### config.mk
export PLATFORM = sky130hd
export DESIGN_NAME = imm_gen_pipe
export DESIGN_NICKNAME = d
export VERILOG_FILES = /design/src/rtl/imm_gen_pipe.sv
export SDC_FILE = /design/constraint.sdc
export NUM_CORES = 1
export LEC_CHECK = 0
export CAP_MARGIN = 15
export CORE_MARGIN = 2
export CORE_UTILIZATION = 30
export DETAILED_ROUTE_END_ITERATION = 10
export MAX_ROUTING_LAYER = met4
export RECOVER_POWER = 25
export SLEW_MARGIN = 5
export SYNTH_ARGS = -nofsm -noshare
export SYNTH_HDL_FRONTEND = slang
export SYNTH_SLANG_ARGS = --single-unit
export TNS_END_PERCENT = 5
### constraint.sdc
create_clock -name clk -period 10.35 [get_ports clk]
set_input_delay 1.5525 -clock clk [delete_from_list [all_inputs] [get_ports clk]]
set_output_delay 1.5525 -clock clk [all_outputs]
set_load 0.05 [all_outputs]
### src/rtl/imm_gen_pipe.sv
// Pipelined RISC-V immediate generator for decode: extracts/extends the immediate,
// computes pc+imm, and buffers results in a small valid/ready FIFO.
module imm_gen_pipe #(
    parameter int XLEN  = 32,
    parameter int DEPTH = 2
) (
    input  logic            clk,
    input  logic            rst,
    input  logic            flush,
    input  logic            in_valid,
    output logic            in_ready,
    input  logic [31:0]     in_instr,
    input  logic [XLEN-1:0] in_pc,
    input  logic [2:0]      in_imm_sel,
    output logic            out_valid,
    input  logic            out_ready,
    output logic [XLEN-1:0] out_imm,
    output logic [XLEN-1:0] out_target,
    output logic            out_illegal
);

    localparam logic [2:0] SEL_I     = 3'd0;
    localparam logic [2:0] SEL_S     = 3'd1;
    localparam logic [2:0] SEL_B     = 3'd2;
    localparam logic [2:0] SEL_U     = 3'd3;
    localparam logic [2:0] SEL_J     = 3'd4;
    localparam logic [2:0] SEL_Z     = 3'd5;
    localparam logic [2:0] SEL_SHAMT = 3'd6;
    localparam logic [2:0] SEL_AUTO  = 3'd7;

    localparam logic [6:0] OP_IMM    = 7'b0010011;
    localparam logic [6:0] OP_LOAD   = 7'b0000011;
    localparam logic [6:0] OP_JALR   = 7'b1100111;
    localparam logic [6:0] OP_STORE  = 7'b0100011;
    localparam logic [6:0] OP_BRANCH = 7'b1100011;
    localparam logic [6:0] OP_LUI    = 7'b0110111;
    localparam logic [6:0] OP_AUIPC  = 7'b0010111;
    localparam logic [6:0] OP_JAL    = 7'b1101111;
    localparam logic [6:0] OP_SYSTEM = 7'b1110011;
    localparam logic [6:0] OP_IMM_32 = 7'b0011011;

    generate
        if (XLEN != 32 && XLEN != 64) begin : g_bad_xlen
            $error("imm_gen_pipe: XLEN must be 32 or 64");
        end
        if (DEPTH != 1 && DEPTH != 2) begin : g_bad_depth
            $error("imm_gen_pipe: DEPTH must be 1 or 2");
        end
    endgenerate

    logic [6:0]      opcode;
    logic [2:0]      funct3;
    logic            is_shift;
    logic [2:0]      fmt_sel;
    logic            shamt_narrow;
    logic            illegal_next;
    logic [XLEN-1:0] imm_next;
    logic [XLEN-1:0] target_next;

    assign opcode   = in_instr[6:0];
    assign funct3   = in_instr[14:12];
    assign is_shift = (funct3 == 3'b001) || (funct3 == 3'b101);

    // AUTO resolves to a concrete format; unknown opcodes keep SEL_AUTO, which yields imm=0.
    always_comb begin
        fmt_sel      = in_imm_sel;
        shamt_narrow = (XLEN == 32);
        illegal_next = 1'b0;
        if (in_imm_sel == SEL_AUTO) begin
            case (opcode)
                OP_IMM:            fmt_sel = is_shift ? SEL_SHAMT : SEL_I;
                OP_LOAD, OP_JALR:  fmt_sel = SEL_I;
                OP_STORE:          fmt_sel = SEL_S;
                OP_BRANCH:         fmt_sel = SEL_B;
                OP_LUI, OP_AUIPC:  fmt_sel = SEL_U;
                OP_JAL:            fmt_sel = SEL_J;
                OP_SYSTEM:         fmt_sel = SEL_Z;
                OP_IMM_32: begin
                    if (XLEN == 64) begin
                        fmt_sel      = is_shift ? SEL_SHAMT : SEL_I;
                        shamt_narrow = 1'b1;
                    end else begin
                        illegal_next = 1'b1;
                    end
                end
                default:           illegal_next = 1'b1;
            endcase
        end
    end

    always_comb begin
        imm_next = '0;
        case (fmt_sel)
            SEL_I:     imm_next = XLEN'($signed(in_instr[31:20]));
            SEL_S:     imm_next = XLEN'($signed({in_instr[31:25], in_instr[11:7]}));
            SEL_B:     imm_next = XLEN'($signed({in_instr[31], in_instr[7], in_instr[30:25],
                                                 in_instr[11:8], 1'b0}));
            SEL_U:     imm_next = XLEN'($signed({in_instr[31:12], 12'b0}));
            SEL_J:     imm_next = XLEN'($signed({in_instr[31], in_instr[19:12], in_instr[20],
                                                 in_instr[30:21], 1'b0}));
            SEL_Z:     imm_next = XLEN'(in_instr[19:15]);
            SEL_SHAMT: imm_next = shamt_narrow ? XLEN'(in_instr[24:20]) : XLEN'(in_instr[25:20]);
            default:   imm_next = '0;
        endcase
    end

    assign target_next = in_pc + imm_next;

    logic [XLEN-1:0]  imm_mem_reg [DEPTH];
    logic [XLEN-1:0]  tgt_mem_reg [DEPTH];
    logic [DEPTH-1:0] ill_mem_reg;
    logic [1:0]       count_reg;
    logic             wr_ptr_reg;
    logic             rd_ptr_reg;
    logic             push;
    logic             pop;

    function automatic logic ptr_inc(input logic p);
        return (DEPTH == 2) ? ~p : 1'b0;
    endfunction

    assign in_ready  = (count_reg < 2'(DEPTH)) && !flush;
    assign out_valid = (count_reg != 2'd0);
    assign push      = in_valid && in_ready;
    assign pop       = out_valid && out_ready;

    always_ff @(posedge clk or posedge rst) begin
        if (rst) begin
            count_reg  <= '0;
            wr_ptr_reg <= 1'b0;
            rd_ptr_reg <= 1'b0;
            ill_mem_reg <= '0;
            for (int i = 0; i < DEPTH; i++) begin
                imm_mem_reg[i] <= '0;
                tgt_mem_reg[i] <= '0;
            end
        end else if (flush) begin
            // Collapse to empty without moving the read side; data is masked while empty.
            count_reg  <= '0;
            wr_ptr_reg <= rd_ptr_reg;
        end else begin
            if (push) begin
                imm_mem_reg[wr_ptr_reg] <= imm_next;
                tgt_mem_reg[wr_ptr_reg] <= target_next;
                ill_mem_reg[wr_ptr_reg] <= illegal_next;
                wr_ptr_reg              <= ptr_inc(wr_ptr_reg);
            end
            if (pop) begin
                rd_ptr_reg <= ptr_inc(rd_ptr_reg);
            end
            case ({push, pop})
                2'b10:   count_reg <= count_reg + 2'd1;
                2'b01:   count_reg <= count_reg - 2'd1;
                default: count_reg <= count_reg;
            endcase
        end
    end

    assign out_imm     = out_valid ? imm_mem_reg[rd_ptr_reg] : '0;
    assign out_target  = out_valid ? tgt_mem_reg[rd_ptr_reg] : '0;
    assign out_illegal = out_valid && ill_mem_reg[rd_ptr_reg];

endmodule

==> metrics <==
Max Cap Viol=2; area leader, netlist=dfrtp_1; initial drt markers=497; failing checks=capacitance limit, slew limit; synthesized instance count=976; CTS root buffer=clkbuf_16; Initial Util=0.304; Mapped Area=8420 µm²; Ports=139; die area=29400 µm²; synth-to-layout area growth=27.2%; post-synth top area share=0.398; Post-CTS Resized=0; Util after Layout=0.387; WL per Instance=17.1 µm; Pins Over Slew Limit=99; Peak VDD IR=93.8 µV; critical path peak fanout=53; Logic pwr share=0.427; chip width=172 µm; Final Hold Fails=0; Clock power frac=0.235; status=complete, but fails checks; buffer and inverter count on the worst path=3; final wirelength=25.2 mm; syn nets=1080; vias per cell=4.92; post-synthesis cell type count=69; first drt pass iteration count=5; CTS clk-pin slew, worst paths=0.06 ns; fmax=170 MHz; row count=61; max incr delay on CP=2.14 ns; Post-synth EDFFs=0; die height=172 µm; Setup crit end kind=asynchronous set/reset pin; post-route minimum period=5.88 ns; RSZ-0062 raised after global routing=no; hold buffers post-CTS=0; fin area=10700 µm²; top-count cell post-synth=nand2_1; hold crit path type=register to register; crit-path leading delay family=buffers and inverters; Pint=1.57 mW; Rel. slew slack=-0.945; vias in the first global route=7138; register share of total power=0.338; final setup violation count=0; final worst path period share=0.568; Mapped Avg Cell Area=8.63 µm²; WP data arrival=5.36 ns; Vias=7259; Yosys Warn Count=0; crit start category=input pin; Net Sw Frac=0.412; Leak=4.79 nW; DP HPWL=19.2 mm; Final TNS setup=0 ns; synthesis-stage register bit count=134; Async S/R FF share, synth=1.00; Setup Buffers After CTS=0; Crit Path Class=input pin to asynchronous set/reset pin; clk_lat worst skew=0.43 ns; antenna violations before repair=0; Final #Nets=1189; Clock Skews=0.0104 ns; Worst EP required=9.83 ns; Slowest-stage cell, CP=clkbuf_1; # DRC=0; sequential fraction of the synthesis area=0.398; Critical Path, Cell by Cell=dlygate4sd3_1, clkinvlp_2, clkbuf_1; first-pass GRT wire length=39.8 mm; CTS tree=built; overall global routing resource usage=0.182; # diodes=0; Synth area leaders=dfrtp_1 40%, mux2i_1 8.1%, nand2_1 7.2%; Worst Max-Slew Pin Slew=2.92 ns; total grt overflow=0; dominant synthesized flop cell=dfrtp_1; H-tree levels=4; clock buffer depth=2; CTS Buf Count=17; pin count of the biggest net entering global routing=90; PD cells=249 nW/µm²; core area=27700 µm²; synth cell count leaders=161 x nand2_1, 134 x dfrtp_1, 100 x nor2_1, 94 x o21ai_0, 68 x mux2i_1; GP Congestion=0.876; Final ANT Viol Nets=0; PortBufs=138; net switching power=1.10 mW; DP Area=10100 µm²; share of cells above drive strength 1=0.0829; clock sinks=134
-- cell usage in the layout (no fill, tap or decap), types with 13 or more instances in the layout --
master,synthesis,final
nor2_1,100,99
ha_1,31,31
clkdlybuf4s50_1,0,135
clkbuf_16,0,17
a21oi_2,20,20
o21ai_0,94,94
nand2_1,161,161
mux2i_1,68,68
xor2_1,13,13
a21o_1,14,14
dfrtp_1,134,133
o21ai_1,39,39
inv_1,39,38
a21oi_1,36,36
-- cells by family (layout without fill, tap and decap cells) --
kind of cell | Yosys count | count (layout) | share of synthesized area
fa+ha+maj | 32 | 32 | 0.0484
buf+inv | 93 | 215 | 0.0462
xor+xnor | 23 | 23 | 0.0239
simple gates | 344 | 344 | 0.183
compound gates | 276 | 276 | 0.211
flops | 134 | 134 | 0.398
mux | 74 | 74 | 0.0893
-- path summary, 6_finish.rpt --
check	to	depth (start not counted)	start	slack, ns
max in group clk	tgt_mem_reg[56]	16	in_instr[4]	4.51
worst max-delay path	rd_ptr_reg	3	rst	4.47
worst min-delay path	tgt_mem_reg[9]	2	tgt_mem_reg[9]	0.47
worst min register to register	tgt_mem_reg[9]	2	tgt_mem_reg[9]	0.47
worst max register to register	tgt_mem_reg[52]	8	count_reg[1]	7.71
min in group asynchronous	tgt_mem_reg[3]	2	rst	2.08
-- per-stage QoR --
stage	hold WS (ns)	total power, mW	std cells	setup slack, ns
floorplan	0.444	1.69	976	5.21
global placement	0.459	2.05	1444	4.16
detailed placement	0.466	2.06	1444	4.10
CTS	0.481	2.69	1476	4.54
global route	0.498	2.85	1476	3.50
finish	0.474	2.66	1476	4.47
-- per-layer routing --
layer  vias to the layer above  GRT usage  part of all wire
li1                       3637          -                 -
met1                      3420      0.251              0.49
met2                       169      0.272              0.44
met3                        33     0.0338             0.045
met4                         0     0.0545             0.022
met5                         -          -                 0
-- power by group through the flow --
stage | registers (mW) | logic, mW | clock network (mW)
after floorplan | 0.852 | 0.841 | 0
final | 0.900 | 1.14 | 0.626
after CTS | 0.900 | 1.15 | 0.640
after global placement | 0.899 | 1.15 | 0
after global routing | 0.933 | 1.25 | 0.661
after detailed placement | 0.910 | 1.15 | 0
-- area by class of cell --
type | count | area, µm²
flip-flops and latches | 134 | 3360
clock buffers | 18 | 429
multi-input cells | 749 | 4700
inverters | 39 | 148
well taps | 378 | 473
clock inverters | 14 | 178
fillers | 2779 | 17000
repair buffers | 144 | 1420
-- tightest hold or removal path, delay by kind of cell (launching register included) --
kind	cells	cell delay [ns]
compound gates	1	0.06
flops	1	0.34
simple gates	1	0.05
Note: power is estimated with default switching activity, not from simulation.
